[config.mk]
export PLATFORM = sky130hd
export DESIGN_NAME = rx_word_packer
export DESIGN_NICKNAME = d
export VERILOG_FILES = /design/src/rtl/rx_word_packer.sv
export SDC_FILE = /design/constraint.sdc
export NUM_CORES = 1
export LEC_CHECK = 0
export CAP_MARGIN = 20
export CORE_MARGIN = 3
export CORE_UTILIZATION = 50
export DETAILED_ROUTE_END_ITERATION = 8
export PLACE_DENSITY_LB_ADDON = 0.05
export SYNTH_ARGS = -nofsm -noshare
export SYNTH_HDL_FRONTEND = slang
export SYNTH_SLANG_ARGS = --single-unit
export TNS_END_PERCENT = 30
[constraint.sdc]
create_clock -name clk -period 2.9 [get_ports clk]
set_input_delay 0.725 -clock clk [delete_from_list [all_inputs] [get_ports clk]]
set_output_delay 0.725 -clock clk [all_outputs]
set_load 0.01 [all_outputs]
[src/rtl/rx_word_packer.sv]
// rx_word_packer: pops DATA_W-bit words from the RX FIFO and packs WORDS of them into one block with a valid/accept handshake
// Ports: clk, rst_n (async active-low); FIFO_rx_dout/FIFO_rx_empty in, FIFO_rx_rd_en out (FIFO read side);
//        data_flat/data_valid/data_partial out, data_accept in (consumer side); Parsar_busy out (high in FILL or FULL).
// Optional feature: define RX_TIMEOUT_EN to flush a partial block (zero-filled, data_partial=1) after TIMEOUT_CYCLES idle cycles in FILL.
module rx_word_packer #(
  parameter int DATA_W         = 32,
  parameter int WORDS          = 4,
  parameter int TIMEOUT_CYCLES = 256
) (
  input  logic                      clk,
  input  logic                      rst_n,
  input  logic [DATA_W-1:0]         FIFO_rx_dout,
  input  logic                      FIFO_rx_empty,
  output logic                      FIFO_rx_rd_en,
  output logic [WORDS*DATA_W-1:0]   data_flat,
  output logic                      data_valid,
  input  logic                      data_accept,
  output logic                      data_partial,
  output logic                      Parsar_busy
);
  if (WORDS < 2 || TIMEOUT_CYCLES < 1) begin : g_cfg_check
    $error("rx_word_packer: WORDS must be >= 2 and TIMEOUT_CYCLES >= 1");
  end
  localparam int CW = $clog2(WORDS + 1);
  typedef enum logic [1:0] {IDLE, FILL, FULL} state_t;
  state_t                    state_q, state_d;
  logic [CW-1:0]             issued_q, issued_d, got_q, got_d;
  logic                      rd_pending_q;
  logic [WORDS*DATA_W-1:0]   data_q, data_d;
  logic                      take, last_cap, timeout;
  assign FIFO_rx_rd_en = !FIFO_rx_empty && issued_q < CW'(WORDS) && state_q != FULL;
  assign take          = state_q == FULL && data_accept;
  assign last_cap      = rd_pending_q && got_q == CW'(WORDS - 1);
  assign data_flat     = data_q;
  assign data_valid    = state_q == FULL;
  assign Parsar_busy   = state_q != IDLE;
`ifdef RX_TIMEOUT_EN
  localparam int TW = $clog2(TIMEOUT_CYCLES + 1);
  logic [TW-1:0] idle_q, idle_d;
  logic          idle, partial_q, partial_d;
  // Idle means FILL with nothing in flight and nothing being requested.
  assign idle         = state_q == FILL && !rd_pending_q && !FIFO_rx_rd_en;
  assign timeout      = idle && idle_q == TW'(TIMEOUT_CYCLES - 1);
  assign idle_d       = idle ? idle_q + TW'(1) : '0;
  assign partial_d    = take ? 1'b0 : timeout ? 1'b1 : partial_q;
  assign data_partial = partial_q;
  always_ff @(posedge clk or negedge rst_n) begin
    if (!rst_n) begin
      idle_q    <= '0;
      partial_q <= 1'b0;
    end else begin
      idle_q    <= idle_d;
      partial_q <= partial_d;
    end
  end
`else
  assign timeout      = 1'b0;
  assign data_partial = 1'b0;
`endif
  always_comb begin
    issued_d = take ? '0 : issued_q + CW'(FIFO_rx_rd_en);
    got_d    = take ? '0 : got_q + CW'(rd_pending_q);
    data_d   = data_q;
    // First word lands in the top lane; a flush clears every lane not yet captured.
    for (int j = 0; j < WORDS; j++) begin
      if (rd_pending_q && got_q == CW'(WORDS - 1 - j)) data_d[j*DATA_W +: DATA_W] = FIFO_rx_dout;
      if (timeout && got_q < CW'(WORDS - j)) data_d[j*DATA_W +: DATA_W] = '0;
    end
    state_d = take                                      ? IDLE :
              (state_q == IDLE && FIFO_rx_rd_en)        ? FILL :
              (state_q == FILL && (last_cap || timeout)) ? FULL : state_q;
  end
  always_ff @(posedge clk or negedge rst_n) begin
    if (!rst_n) begin
      state_q      <= IDLE;
      issued_q     <= '0;
      got_q        <= '0;
      rd_pending_q <= 1'b0;
      data_q       <= '0;
    end else begin
      state_q      <= state_d;
      issued_q     <= issued_d;
      got_q        <= got_d;
      rd_pending_q <= FIFO_rx_rd_en;
      data_q       <= data_d;
    end
  end
endmodule

## Yosys cells after proc, flatten, opt, wreduce, memory -nomap -nowiden

Cells that the tools add are included.

| storage, ports and cells | value |
|---|---|
| register bits | 137 |
| latch bits | 0 |
| RAM bits | 0 |
| ROM bits | 0 |
| bits of input ports | 36 |
| logic and storage cells | 36 |
| memories | 0 |

| operators by class | value |
|---|---|
| add/subtract/negate cells | 2 |
| $mul | 0 |
| div/mod/pow operators | 0 |
| order comparisons | 1 |
| eq/ne operators | 6 |
| shifts and indexed selects | 0 |
| multiplexer cells | 5 |
| bitwise gates (word level) | 0 |
| reductions and logical operators | 14 |

Operators with widths:

| cell | number |
|---|---|
| $logic_and A1 B1 Y1 | 9 |
| $add A3 B1 Y3 | 2 |
| $eq A3 B2 Y1 const B | 2 |
| $mux W2 | 3 |
| $mux W3 | 2 |
| $eq A3 B1 Y1 const B | 1 |
| $logic_not A3 Y1 | 1 |
| $lt A3 B3 Y1 const B | 1 |
| $reduce_bool A3 Y1 | 1 |
| $eq A2 B1 Y1 const B | 1 |
| $eq A2 B2 Y1 const B | 1 |
| $logic_not A2 Y1 | 1 |
| $ne A2 B2 Y1 const B | 1 |
| $reduce_bool A2 Y1 | 1 |
| $logic_not A1 Y1 | 1 |

## Logic depth before layout (Yosys ltp)

| depth | value |
|---|---|
| depth in word-level cells | 6 |
| gate-level depth with buffers | 6 |

## Least setup slack after synthesis

Ideal clock, no wire load.

| timing path | value |
|---|---|
| kind | input to output |
| from | input FIFO_rx_empty |
| to | output FIFO_rx_rd_en |
| arrival time | 1,126 ps |
| required time | 2,175 ps |
| slack | 1,049 ps |
| stages | 1 |
| path through | nor3_1 |

| between the ends | value |
|---|---|
| word-level cells in the longest chain between the ends | 3 |

Ends and longest elaborated chain:

| what | line | text |
|---|---|---|
| from (decl) | 13 | `input logic FIFO_rx_empty,` |
| $logic_not A1 Y1 | 31 | `assign FIFO_rx_rd_en = !FIFO_rx_empty && issued_q < CW'(WORDS) && state_q != FULL;` |
| $logic_and A1 B1 Y1 (2 in series) | 31 |  |
| to (decl) | 14 | `output logic FIFO_rx_rd_en,` |

No other way between the ends.

## Final worst setup path

Same ends and word-level chain as after synthesis.

==> impl_metrics.prom <==
# TYPE chip_impl_metric gauge
chip_impl_metric{name="fill_cells",unit=""} 635
chip_impl_info{name="worstReg2RegStart",value="got_q[2]"} 1
chip_impl_metric{name="deepest_level_of_the_cts_h_tree",unit=""} 4
chip_impl_info{name="outcome",value="complete, no violations"} 1
chip_impl_metric{name="grt_max_degree",unit=""} 79
chip_impl_info{name="layout.cells.most_common",value="clkdlybuf4s50_1"} 1
chip_impl_metric{name="share_of_flip_flops_with_an_asynchronous_set_or_reset",unit="%"} 100
chip_impl_metric{name="power-per-cell-area",unit="nW/um^2"} 1250
chip_impl_metric{name="crit_arrival",unit="ps"} 1990
chip_impl_metric{name="seq_area_frac_synth",unit="%"} 65.0
chip_impl_metric{name="design.final.nets",unit=""} 529
chip_impl_metric{name="final_layout_size_suffix_gt1_share",unit="%"} 33.7
chip_impl_metric{name="grt_remaining_overflow",unit=""} 0
chip_impl_info{name="cp_common_cell",value="clkdlybuf4s50_1"} 1
chip_impl_info{name="layout.cells.most_common_list",value="165 x clkdlybuf4s50_1, 137 x dfrtp_1, 119 x mux2_2"} 1
chip_impl_metric{name="vias",unit=""} 3208
chip_impl_metric{name="drc_errors",unit=""} 0
chip_impl_metric{name="antenna_left",unit=""} 0
chip_impl_metric{name="total_setup_violations_reported_at_the_end_of_the_flow",unit=""} 0
chip_impl_metric{name="dp.cells",unit=""} 603
chip_impl_info{name="setup.worst_path.end_class",value="output pin"} 1
chip_impl_metric{name="critical_path.n_buffers_inverters",unit=""} 2
chip_impl_metric{name="design.portCount",unit=""} 168
chip_impl_metric{name="fin_ws",unit="ps"} 180
chip_impl_info{name="yosys_most_used_dff",value="dfrtp_1"} 1
chip_impl_metric{name="clk_latency",unit="ps"} 500
chip_impl_metric{name="area_growth_syn_to_layout",unit="%"} 46.6
chip_impl_metric{name="post_cts_resized",unit=""} 0
chip_impl_info{name="holdCritPathClass",value="input pin to async pin"} 1
chip_impl_info{name="timing.rr.end",value="data_flat[51]"} 1
chip_impl_metric{name="layout.cells.non_filler",unit=""} 634
chip_impl_metric{name="die_outline_area",unit="sq um"} 11800
chip_impl_metric{name="yosysWarnings",unit=""} 0
chip_impl_metric{name="vias_cell",unit=""} 5.06
chip_impl_info{name="cts-root-buf",value="clkbuf_8"} 1
chip_impl_metric{name="die_height",unit="microns"} 109
chip_impl_metric{name="width_of_the_die",unit="microns"} 109
chip_impl_metric{name="hold_slack",unit="ps"} 224
chip_impl_info{name="critical-path-slowest-cell",value="clkdlybuf4s50_1"} 1
chip_impl_metric{name="seq_cells_post_synth",unit=""} 137
chip_impl_metric{name="grt_antenna_before_repair",unit=""} 0
chip_impl_metric{name="port_buffers",unit=""} 166
chip_impl_metric{name="syn_nets",unit=""} 349
chip_impl_metric{name="report.power.total",unit="uW"} 9650
chip_impl_metric{name="coreArea",unit="sq um"} 10000
chip_impl_metric{name="place_hpwl",unit="mm"} 8.24
chip_impl_metric{name="ir_worst_vdd",unit="V"} 0.000584
chip_impl_info{name="critPathTopFamily",value="buffers and inverters"} 1
chip_impl_metric{name="synth_cell_types",unit=""} 27
chip_impl_metric{name="number_of_synthesized_flops_with_an_enable_pin",unit=""} 0
chip_impl_metric{name="mappedNetlistArea",unit="sq um"} 5270
chip_impl_metric{name="antenna-diode-count",unit=""} 0
chip_impl_metric{name="fmax",unit="MHz"} 368
chip_impl_metric{name="power.static_leakage",unit="uW"} 0.00330
chip_impl_metric{name="wirelength",unit="mm"} 11.9
chip_impl_info{name="cts_tree",value="done"} 1
chip_impl_info{name="setup_repair_after_global_routing_missed_its_margin",value="false"} 1
chip_impl_metric{name="cts-buffers-inserted",unit=""} 17
chip_impl_metric{name="slew_violations",unit=""} 0
chip_impl_metric{name="first_global_vias",unit=""} 3558
chip_impl_metric{name="final.setup.tns",unit="ps"} 0
chip_impl_metric{name="finalCriticalPeriod",unit="ps"} 2720
chip_impl_metric{name="wire_per_inst",unit="microns"} 18.8
chip_impl_metric{name="detail_route.first_pass.iterations",unit=""} 4
chip_impl_metric{name="grtUsageTotal",unit="%"} 21.2
chip_impl_metric{name="dp_worst_setup_slack",unit="ps"} 199
chip_impl_info{name="crit_path_class",value="input pin to output pin"} 1
chip_impl_metric{name="layout_worst_path_cycle_share",unit="%"} 93.8
chip_impl_info{name="worstPathCellList",value="clkdlybuf4s50_1 -> nor3_1 -> clkdlybuf4s50_1"} 1
chip_impl_metric{name="actual_slew_at_the_worst_max_slew_pin",unit="ps"} 703
chip_impl_metric{name="finClkSkew",unit="ps"} 8.75
chip_impl_metric{name="path_clk_slew",unit="ps"} 60
chip_impl_metric{name="timing.critical_path.slowest_cell_delay",unit="ps"} 590
chip_impl_metric{name="setup.reg_to_reg.worst_slack",unit="ps"} 960
chip_impl_metric{name="slew_headroom",unit="%"} 53.2
chip_impl_metric{name="num_rows",unit=""} 36
chip_impl_metric{name="crit_required",unit="ps"} 2170
chip_impl_metric{name="finalHoldViolations",unit=""} 0
chip_impl_metric{name="synthesis.instances",unit=""} 309
chip_impl_info{name="startpoint_type",value="input pin"} 1
chip_impl_metric{name="cts_post_setup_buffers_inserted",unit=""} 0
chip_impl_metric{name="synth.avg_cell_area",unit="sq um"} 17.1
chip_impl_metric{name="cts_buffer_depth",unit=""} 2
chip_impl_metric{name="max_cap_viol_count",unit=""} 0
chip_impl_metric{name="r2r_cells",unit=""} 3
chip_impl_metric{name="gpl.final_weighted_congestion",unit=""} 0.767
chip_impl_metric{name="starting_density_of_the_core",unit="%"} 52.7
chip_impl_metric{name="critical_path_fanouts_max",unit=""} 2
chip_impl_metric{name="cts_sink_cnt",unit=""} 137
chip_impl_metric{name="dr.first_iter.drc_count",unit=""} 106
chip_impl_metric{name="cts-hold-fix-buffers",unit=""} 0
chip_impl_metric{name="grt_pass1_wl",unit="mm"} 19.0
[registers in the layout, indices dropped and copies added (netlist names)]
name / flops
data_flat: 128
got_q: 3
issued_q: 3
rd_pending_q: 1
state_q: 2
[synth_stat cells (2+ instances only)]
cell type	instances	area share [%]
and2_1	4	0.47
buf_4	3	0.43
buf_6	10	2.1
dfrtp_1	137	65
ha_1	4	0.95
mux2_1	4	0.85
mux2_2	119	25
mux2_4	5	1.4
nand2b_1	2	0.24
nor2_1	2	0.14
nor3_1	2	0.19
xnor2_1	2	0.33
[cell type report]
class | count | area (sq um) | share of cell area [%]
timing repair buffer | 176 | 1780 | 23.0
tap | 133 | 166 | 2.15
inverter | 1 | 3.75 | 0.0486
multi-input combinational | 156 | 1710 | 22.1
clock inverter | 12 | 223 | 2.88
clock buffer | 19 | 422 | 5.45
sequential | 137 | 3430 | 44.4
[metrics by stage]
step                utilization, %  cell area [sq um]
finish                        77.3               7730
global placement              70.9               7090
global route                  77.3               7730
detailed placement            70.9               7090
floorplan                        -               5270
CTS                           77.3               7730
[worst register-to-register path: cells and delay by family (launching register included)]
kind                   cells  cell delay [ps]
buffers and inverters      1              250
flip-flops                 1              470
multiplexers               1              360
AND/OR/NAND/NOR            1              730
[cell families after synthesis]
| family | share of synthesized area (%) |
|---|---|
| XOR/XNOR | 0.332 |
| adder cells (fa/ha/maj) | 0.949 |
| AND/OR/NAND/NOR | 2.82 |
| other | 0.0711 |
| AO/OA/AOI/OAI | 0.309 |
| multiplexers | 27.7 |
| buffers and inverters | 2.82 |
| flip-flops | 65.0 |
[worst max-delay path by stage]
stage	to	slack [ps]	depth (start not counted)	startpoint
after global routing	FIFO_rx_rd_en	140	3	FIFO_rx_empty
after floorplan	FIFO_rx_rd_en	1050	1	FIFO_rx_empty
after CTS	FIFO_rx_rd_en	190	3	FIFO_rx_empty
after global placement	FIFO_rx_rd_en	210	3	FIFO_rx_empty
after detailed placement	FIFO_rx_rd_en	200	3	FIFO_rx_empty
final	FIFO_rx_rd_en	180	3	FIFO_rx_empty
[where the power goes]
group | leakage (uW) | switching, uW | internal, uW
registers | 0.00164 | 552 | 2880
clock network | 0.000308 | 780 | 1570
logic | 0.00135 | 1400 | 2480
total | 0.00330 | 2730 | 6930
[metal layers]
layer	share of wire, %	GRT usage [%]	vias up
li1	-	-	1458
met1	41	26.1	1638
met2	50	34.9	106
met3	8.5	8.88	6
met4	0.54	5.23	0
met5	0	0	-
No activity file was read; power rests on OpenSTA's default activity.
